<file path="config.mk">
export PLATFORM = sky130hd
export DESIGN_NAME = array131_wrctrl_flat
export DESIGN_NICKNAME = d
export VERILOG_FILES = /design/src/rtl/array131_wrctrl_if.sv /design/src/rtl/array131_wrctrl.sv /design/src/flat_wrapper.sv
export SDC_FILE = /design/constraint.sdc
export NUM_CORES = 1
export LEC_CHECK = 0
export CAP_MARGIN = 20
export CORE_ASPECT_RATIO = 0.9
export CORE_MARGIN = 2
export CORE_UTILIZATION = 30
export CTS_CLUSTER_DIAMETER = 40
export DETAILED_ROUTE_END_ITERATION = 6
export HOLD_SLACK_MARGIN = 0.12
export PLACE_DENSITY = 0.66
export SLEW_MARGIN = 30
export SYNTH_ARGS = -nofsm -noshare
export SYNTH_HDL_FRONTEND = slang
export SYNTH_SLANG_ARGS = --single-unit
</file>
<file path="constraint.sdc">
create_clock -name wclk -period 2.52 [get_ports wclk]
set_clock_uncertainty 0.15 [all_clocks]
set_input_delay 0.504 -clock wclk [delete_from_list [all_inputs] [get_ports wclk]]
set_output_delay 0.504 -clock wclk [all_outputs]
set_load 0.02 [all_outputs]
</file>
<file path="src/rtl/array131_wrctrl_if.sv">
// rtl/array131_wrctrl_if.sv - write-port bundle between requesters, clear control and the array
//
// Signals:
//   req0..2 / wa0..2 / di0..2 : write request, address and data from each requester
//   ack0..2                   : one-cycle acceptance pulse back to each requester
//   init_req / init_busy      : clear-sweep start pulse and sweep-in-progress flag
//   we / wa / di              : write port of the controlled array
// Modports:
//   master : requester/initiator side (drives requests, sees acks and the array port)
//   slave  : the write controller
interface array131_wrctrl_if #(
    parameter int ADDRBIT = 9,
    parameter int WIDTH   = 32
);
    logic               req0;
    logic               req1;
    logic               req2;
    logic [ADDRBIT-1:0] wa0;
    logic [ADDRBIT-1:0] wa1;
    logic [ADDRBIT-1:0] wa2;
    logic [WIDTH-1:0]   di0;
    logic [WIDTH-1:0]   di1;
    logic [WIDTH-1:0]   di2;
    logic               ack0;
    logic               ack1;
    logic               ack2;
    logic               init_req;
    logic               init_busy;
    logic               we;
    logic [ADDRBIT-1:0] wa;
    logic [WIDTH-1:0]   di;

    modport master (
        output req0, req1, req2,
        output wa0, wa1, wa2,
        output di0, di1, di2,
        output init_req,
        input  ack0, ack1, ack2,
        input  init_busy,
        input  we, wa, di
    );

    modport slave (
        input  req0, req1, req2,
        input  wa0, wa1, wa2,
        input  di0, di1, di2,
        input  init_req,
        output ack0, ack1, ack2,
        output init_busy,
        output we, wa, di
    );
endinterface

</file>
<file path="src/rtl/array131_wrctrl.sv">
// rtl/array131_wrctrl.sv - three-requester round-robin write controller with array clear sweep
//
// Ports:
//   wclk : array write clock
//   rst_ : asynchronous active-low reset
//   bus  : array131_wrctrl_if.slave (requests/acks, init_req/init_busy, array we/wa/di)
// All outputs come straight from flops: a grant sampled on one edge appears on
// we/wa/di/ackN for the following cycle.
module array131_wrctrl #(
    parameter int ADDRBIT = 9,
    parameter int DEPTH   = 512,
    parameter int WIDTH   = 32
) (
    input  logic              wclk,
    input  logic              rst_,
    array131_wrctrl_if.slave  bus
);

    typedef enum logic {
        IDLE  = 1'b0,
        CLEAR = 1'b1
    } state_t;

    localparam logic [ADDRBIT-1:0] LAST_ADDR = ADDRBIT'(DEPTH - 1);

    state_t             state_q, state_d;
    logic [1:0]         ptr_q, ptr_d;
    logic [ADDRBIT-1:0] cnt_q, cnt_d;
    logic               we_q, we_d;
    logic [ADDRBIT-1:0] wa_q, wa_d;
    logic [WIDTH-1:0]   di_q, di_d;
    logic [2:0]         ack_q, ack_d;
    logic               busy_q, busy_d;

    logic [2:0]         req_v;
    logic [2:0]         elig;
    logic               grant_vld;
    logic [1:0]         grant_id;
    logic               arb_en;

    assign req_v = {bus.req2, bus.req1, bus.req0};

    // A requester whose ack is currently high still holds its old request;
    // masking it stops the same write from being accepted twice.
    assign elig = req_v & ~ack_q;

    // Round-robin pick: scan ptr+2, ptr+1, ptr so the lowest offset wins last.
    always_comb begin
        int cand;
        grant_vld = 1'b0;
        grant_id  = 2'd0;
        cand      = 0;
        for (int k = 2; k >= 0; k--) begin
            cand = (int'(ptr_q) + k) % 3;
            if (elig[cand]) begin
                grant_vld = 1'b1;
                grant_id  = 2'(cand);
            end
        end
    end

    always_comb begin
        state_d = state_q;
        ptr_d   = ptr_q;
        cnt_d   = cnt_q;
        we_d    = 1'b0;
        wa_d    = wa_q;
        di_d    = di_q;
        ack_d   = 3'b000;
        busy_d  = 1'b0;
        arb_en  = 1'b0;

        case (state_q)
            IDLE: begin
                if (bus.init_req) begin
                    // The entry edge already launches the write of address 0.
                    state_d = CLEAR;
                    cnt_d   = '0;
                    we_d    = 1'b1;
                    wa_d    = '0;
                    di_d    = '0;
                    busy_d  = 1'b1;
                end else begin
                    arb_en = 1'b1;
                end
            end
            CLEAR: begin
                // cnt_q is the address currently on the write port.
                if (cnt_q == LAST_ADDR) begin
                    state_d = IDLE;
                    cnt_d   = '0;
                    arb_en  = 1'b1;
                end else begin
                    cnt_d  = cnt_q + 1'b1;
                    we_d   = 1'b1;
                    wa_d   = cnt_q + 1'b1;
                    di_d   = '0;
                    busy_d = 1'b1;
                end
            end
            default: begin
                state_d = IDLE;
            end
        endcase

        if (arb_en && grant_vld) begin
            we_d = 1'b1;
            case (grant_id)
                2'd0: begin
                    wa_d     = bus.wa0;
                    di_d     = bus.di0;
                    ack_d[0] = 1'b1;
                    ptr_d    = 2'd1;
                end
                2'd1: begin
                    wa_d     = bus.wa1;
                    di_d     = bus.di1;
                    ack_d[1] = 1'b1;
                    ptr_d    = 2'd2;
                end
                default: begin
                    wa_d     = bus.wa2;
                    di_d     = bus.di2;
                    ack_d[2] = 1'b1;
                    ptr_d    = 2'd0;
                end
            endcase
        end
    end

    always_ff @(posedge wclk or negedge rst_) begin
        if (!rst_) begin
            state_q <= IDLE;
            ptr_q   <= 2'd0;
            cnt_q   <= '0;
            we_q    <= 1'b0;
            wa_q    <= '0;
            di_q    <= '0;
            ack_q   <= 3'b000;
            busy_q  <= 1'b0;
        end else begin
            state_q <= state_d;
            ptr_q   <= ptr_d;
            cnt_q   <= cnt_d;
            we_q    <= we_d;
            wa_q    <= wa_d;
            di_q    <= di_d;
            ack_q   <= ack_d;
            busy_q  <= busy_d;
        end
    end

    assign bus.we        = we_q;
    assign bus.wa        = wa_q;
    assign bus.di        = di_q;
    assign bus.ack0      = ack_q[0];
    assign bus.ack1      = ack_q[1];
    assign bus.ack2      = ack_q[2];
    assign bus.init_busy = busy_q;

endmodule

</file>
<file path="src/flat_wrapper.sv">
// flat-port wrapper written by rule: the top's interface ports become plain ports
module array131_wrctrl_flat 
#(
    parameter int ADDRBIT = 9,
    parameter int DEPTH   = 512,
    parameter int WIDTH   = 32
)
  (wclk, rst_, bus_req0, bus_req1, bus_req2, bus_wa0, bus_wa1, bus_wa2, bus_di0, bus_di1, bus_di2, bus_init_req, bus_ack0, bus_ack1, bus_ack2, bus_init_busy, bus_we, bus_wa, bus_di);
  array131_wrctrl_if #(.ADDRBIT(ADDRBIT), .WIDTH(WIDTH)) bus_i ();
  input  logic wclk;
  input  logic rst_;
  input wire logic [$bits(bus_i.req0)-1:0] bus_req0;
  input wire logic [$bits(bus_i.req1)-1:0] bus_req1;
  input wire logic [$bits(bus_i.req2)-1:0] bus_req2;
  input wire logic [$bits(bus_i.wa0)-1:0] bus_wa0;
  input wire logic [$bits(bus_i.wa1)-1:0] bus_wa1;
  input wire logic [$bits(bus_i.wa2)-1:0] bus_wa2;
  input wire logic [$bits(bus_i.di0)-1:0] bus_di0;
  input wire logic [$bits(bus_i.di1)-1:0] bus_di1;
  input wire logic [$bits(bus_i.di2)-1:0] bus_di2;
  input wire logic [$bits(bus_i.init_req)-1:0] bus_init_req;
  output wire logic [$bits(bus_i.ack0)-1:0] bus_ack0;
  output wire logic [$bits(bus_i.ack1)-1:0] bus_ack1;
  output wire logic [$bits(bus_i.ack2)-1:0] bus_ack2;
  output wire logic [$bits(bus_i.init_busy)-1:0] bus_init_busy;
  output wire logic [$bits(bus_i.we)-1:0] bus_we;
  output wire logic [$bits(bus_i.wa)-1:0] bus_wa;
  output wire logic [$bits(bus_i.di)-1:0] bus_di;
  assign bus_i.req0 = bus_req0;
  assign bus_i.req1 = bus_req1;
  assign bus_i.req2 = bus_req2;
  assign bus_i.wa0 = bus_wa0;
  assign bus_i.wa1 = bus_wa1;
  assign bus_i.wa2 = bus_wa2;
  assign bus_i.di0 = bus_di0;
  assign bus_i.di1 = bus_di1;
  assign bus_i.di2 = bus_di2;
  assign bus_i.init_req = bus_init_req;
  assign bus_ack0 = bus_i.ack0;
  assign bus_ack1 = bus_i.ack1;
  assign bus_ack2 = bus_i.ack2;
  assign bus_init_busy = bus_i.init_busy;
  assign bus_we = bus_i.we;
  assign bus_wa = bus_i.wa;
  assign bus_di = bus_i.di;
  array131_wrctrl #(.ADDRBIT(ADDRBIT), .DEPTH(DEPTH), .WIDTH(WIDTH)) u_core (.wclk(wclk), .rst_(rst_), .bus(bus_i));
endmodule
</file>
-- Word-level counts from Yosys, hierarchy flattened
Index checks and enable logic that the tools add are counted.
- logic and storage cells: 67
- flip-flop bits (word level): 57
- output and inout port bits: 46
- divide/modulo/power cells: 3
- mux-type cells: 39
- $add $sub $neg: 3
- bitwise logic cells: 3
- reductions and logical operators: 4
- equal/unequal tests: 5
- order comparisons: 3
- operator list (cell ; number):
    $pmux 32 s2 ; 2
    $lt 32x4->1 const B ; 3
    $mux 32 ; 3
    $mod 32x3->32 const B ; 2
    $pmux 9 s2 ; 3
    $mux 9 ; 4
    $mod 3x3->32 const B ; 1
    $mux 1 ; 17
    $add 9x1->9 const B ; 1
    $eq 9x9->1 const B ; 1
    $bmux 1 s2 ; 3
    $mux 2 ; 3
    $pmux 1 s2 ; 2
    $pmux 2 s2 ; 1
    $add 2x1->3 const B ; 1
    $add 2x2->3 const B ; 1
    $and 3x3->3 ; 1
    $mux 3 ; 1
    $ne 3x2->1 const B ; 1
    $ne 3x3->1 const B ; 1
    $not 3->3 ; 1
    $eq 2x1->1 const B ; 1
    $logic_not 2->1 ; 1
    $ne 2x2->1 const B ; 1
    4 further kinds ; 4

-- Longest topological paths before layout
- depth in word-level cells: 12
- depth in mapped cells: 12
- mapped depth without buffers: 9

-- Worst setup path after synthesis
No wires, ideal clock.
- kind: register to register
- start point: register u_core.ptr_q[0]
- end point: register u_core.wa_q[4] (netlist: u_core.bus.wa[4])
- slack: 0.251 ns
- path buffers: 1
- clock period less this slack: 2.269 ns
- data arrival time: 1.993 ns
- setup time: 0.126 ns
- stages on the path, launching flop included: 10
- path through: dfrtp_1 > inv_1 > ha_1 > nand2_1 > a21boi_1 > nor4_4 > nor2_4 > and3_1 > buf_6 > a221o_1
- cells in the longest elaborated chain, start to end: 11
- RTL lines (element ; RTL line ; text):
    start, declared ; array131_wrctrl.sv:27 ; logic [1:0] ptr_q, ptr_d;
    start signal, assigned ; array131_wrctrl.sv:143 ; ptr_q <= ptr_d;
    $add 2x2->3 ; array131_wrctrl.sv:54 ; cand = (int'(ptr_q) + k) % 3;
    $mod 32x3->32 ; array131_wrctrl.sv:54 ;
    $bmux 1 s2 ; array131_wrctrl.sv:55 ; if (elig[cand]) begin
    $mux 1 (implied by the code) (2 in series) ; array131_wrctrl.sv:55 ;
    $mux 2 / $mux 1 (equally long branches) (3 in series) ; array131_wrctrl.sv:55 ;
    $eq 2x1->1 (tied with other cells) ; array131_wrctrl.sv:108 ; case (grant_id)
    $pmux 9 s2 (tied with other cells) ; array131_wrctrl.sv:108 ;
    $mux 9 / $reduce_and 2->1 (equally long branches) ; - ;
    end signal, assigned ; array131_wrctrl.sv:146 ; wa_q <= wa_d;
    end, declared ; array131_wrctrl.sv:30 ; logic [ADDRBIT-1:0] wa_q, wa_d;
Parallel ways exist; a longest one is shown, timed or not. The select of a mux whose other input is x is not followed.
A chain may end at the register's enable or synchronous reset.

-- Final worst setup path
Same ends and word-level chain as after synthesis.

==> qor.csv <==
metric,value,unit
irDropWorstVdd,0.197,mV
grt.total_usage,19.6,%
synth_seq_cells,57,
whs_endpoint,u_core.cnt_q[8]$_DFFE_PN0P_,
setup_violations,0,
final_common_cell,clkdlybuf4s50_1,
fill_cells,883,
leakage,2.04,nW
syn_inst,277,
fin_cells,594,
cts_tree,yes,
start_util,31.0,%
cpMaxStageDelayCell,dfrtp_1,
fin_crit_sh,95.7,%
critPathMaxFanout,5,
tightest_slew,0.636,ns
max_clock_freq,0.415,GHz
ys_top_cells_by_area,"dfrtp_1 (48%), o2bb2ai_1 (9.3%), a221oi_1 (5.0%)",
p_per_area,395,nW/um^2
num_rows,34,
fp.dieW,109,um
status,finished clean,
use_met2,34.1,%
dp_slack,-0.179,ns
grt_max_degree,36,
hold_depth,1,
clk_pin_slew_worst_paths,0.07,ns
path_cells,"inv_2, ha_4, buf_4, nor3_1, a21oi_1, o21ai_1, buf_4, nor2_2, and3_1, buf_4, a221o_1",
grt_pass1_wl,16.4,mm
min_path_type,flop to flop,
final_layout_size_suffix_gt1_share,12.2,%
firstDrtPassIters,5,
grtUsageMet3,6.02,%
drv_slew,0,
ys_types,40,
worst_r2r_endpoint,u_core.bus.wa[4]$_DFFE_PN0P_,
antennaDiodeCount,0,
syn_nets,410,
syn_area,3000,sq um
finalHoldViolCount,0,
r2r-start,u_core.ptr_q[0]$_DFFE_PN0P_,
grt_pass1_vias,3266,
yosys_warnings,0,
drc,0,
reg2reg_depth,11,
synth-edff-count,0,
nNetsFinal,597,
cts_buffer_depth,2,
grt_use_met1,23.5,%
dp_hpwl,8.03,mm
slew_headroom,57.4,%
wl,10.5,mm
clk_latency,0.34,ns
end_kind,flop,
worstHoldStart,u_core.cnt_q[8]$_DFFE_PN0P_,
wl_per_cell,17.7,um
crit_required,2.59,ns
numCtsBuffers,9,
max_stage_delay,0.41,ns
cts_num_sinks,57,
synth_top_area_cell,dfrtp_1,
vias,3148,
total_power,2.09,mW
drv_cap,0,
die_area,10800,sq um
yosysSeqAreaShare,47.5,%
crit_top_cell,buf_4,
ios,175,
drtIter0Drc,136,
routabilityCongestion,0.831,
htreeDepth,3,
grt.overflow.total,0,
synth_flop_cell,dfrtp_1,
avgSynthCellArea,10.8,sq um
area_growth,76.1,%
async_flop_share,100,%
core-area,9700,sq um
grt.busiest_layer,met2,
placed_cells,578,
clockRootBuffer,clkbuf_8,
worstSetupStartpointType,flop,
drt.antenna.violating_nets,0,
viasPerCell,5.30,
die_y,98.9,um
layout_setup_ws,0.109,ns
worstPathArrival,2.48,ns
port_buffers,174,
timing.final.crit_period,2.41,ns
synth_top_area_share,47.5,%
path_class,flop to flop,
antenna_found_initial,0,
rrSetupSlack,0.11,ns
final_cell_mix,"clkdlybuf4s50_1 (173), dfrtp_1 (57), o2bb2ai_1 (32), o21ai_0 (27), buf_4 (19)",
stage by stage:
step,instance area [sq um],setup TNS (ns),util [%],hold WS [ns]
floorplan,3000,0,-,0.0584
finish,5290,0,54.5,0.384
global route,5290,-0.0602,54.5,0.404
CTS,5260,0,54.2,0.365
detailed placement,5060,-5.06,52.2,0.345
global placement,5060,-3.01,52.2,0.341
cells by family after synthesis:
| group | count (synthesis) | share of synthesized area, % |
|---|---|---|
| AO/OA/AOI/OAI | 136 | 35.4 |
| flip-flops | 57 | 47.5 |
| AND/OR/NAND/NOR | 44 | 8.67 |
| buffers and inverters | 30 | 5.04 |
| XOR/XNOR | 6 | 1.75 |
| adder cells (fa/ha/maj) | 4 | 1.67 |
per-layer routing:
metal / vias up / part of all wire (%)
met1: 1537 / 42
met2: 113 / 50
li1: 1488 / -
met5: - / 0
met3: 10 / 7.5
met4: 0 / 1.0
worst max-delay path by stage:
stage / slack, ns / end / cells past startpoint / startpoint
floorplan: 0.25 / u_core.bus.wa[4]$_DFFE_PN0P_ / 9 / u_core.ptr_q[0]$_DFFE_PN0P_
global placement: -0.13 / u_core.bus.wa[4]$_DFFE_PN0P_ / 9 / bus_req2
detailed placement: -0.18 / u_core.bus.wa[8]$_DFFE_PN0P_ / 10 / bus_req0
CTS: 0.08 / u_core.bus.di[16]$_DFFE_PN0P_ / 11 / u_core.ptr_q[0]$_DFFE_PN0P_
global route: -0.03 / u_core.bus.wa[6]$_DFFE_PN0P_ / 11 / u_core.ptr_q[0]$_DFFE_PN0P_
finish: 0.11 / u_core.bus.wa[4]$_DFFE_PN0P_ / 11 / u_core.ptr_q[0]$_DFFE_PN0P_
synth_stat cells (all sizes together), types with 4 or more instances:
library cell,number
ha,4
a211oi,8
nand3,5
a21o,8
buf,13
o21ai,32
a22o,10
a222oi,13
xnor2,4
nor2,9
o2bb2ai,32
inv,4
clkbuf,13
nand2b,4
a221oi,19
nand2,13
dfrtp,57
final cells by class:
type	count	area, sq um	area share, %
well taps	126	158	2.98
clock inverters	5	57.6	1.09
repair buffers	202	2040	38.6
multi-input cells	190	1460	27.7
flip-flops and latches	57	1430	27.0
clock buffers	10	128	2.41
inverters	4	15.0	0.284
sequential cells by signal (all words and copies together), names as in the netlist:
signal and flops:
u_core.ptr_q 2, u_core.bus.di 32, u_core.state_q 1, u_core.ack_q 3, u_core.bus.wa 9, u_core.bus.we 1
u_core.cnt_q 9
power by group:
group	leakage [nW]	internal, mW	total, mW	switching [mW]
sequential	0.735	0.915	0.915	0
clock	0.0844	0.449	0.820	0.372
combinational	1.22	0.238	0.356	0.117
total	2.04	1.60	2.09	0.489
critical path: cells and delay by family (launching register included):
kind | cells | cell delay, ns
compound gates | 3 | 0.60
buf+inv | 4 | 0.52
flops | 1 | 0.41
simple gates | 3 | 0.40
fa+ha+maj | 1 | 0.21
repair_timing:
| action | CTS | global route |
|---|---|---|
| resized for setup | 0 | 7 |
| endpoints found under the hold margin | 22 | 0 |
| setup endpoints to repair | 0 | 33 |
| buffers inserted | 0 | 0 |
| hold buffers | 1 | 0 |
Power figures use the tool's default switching activity.
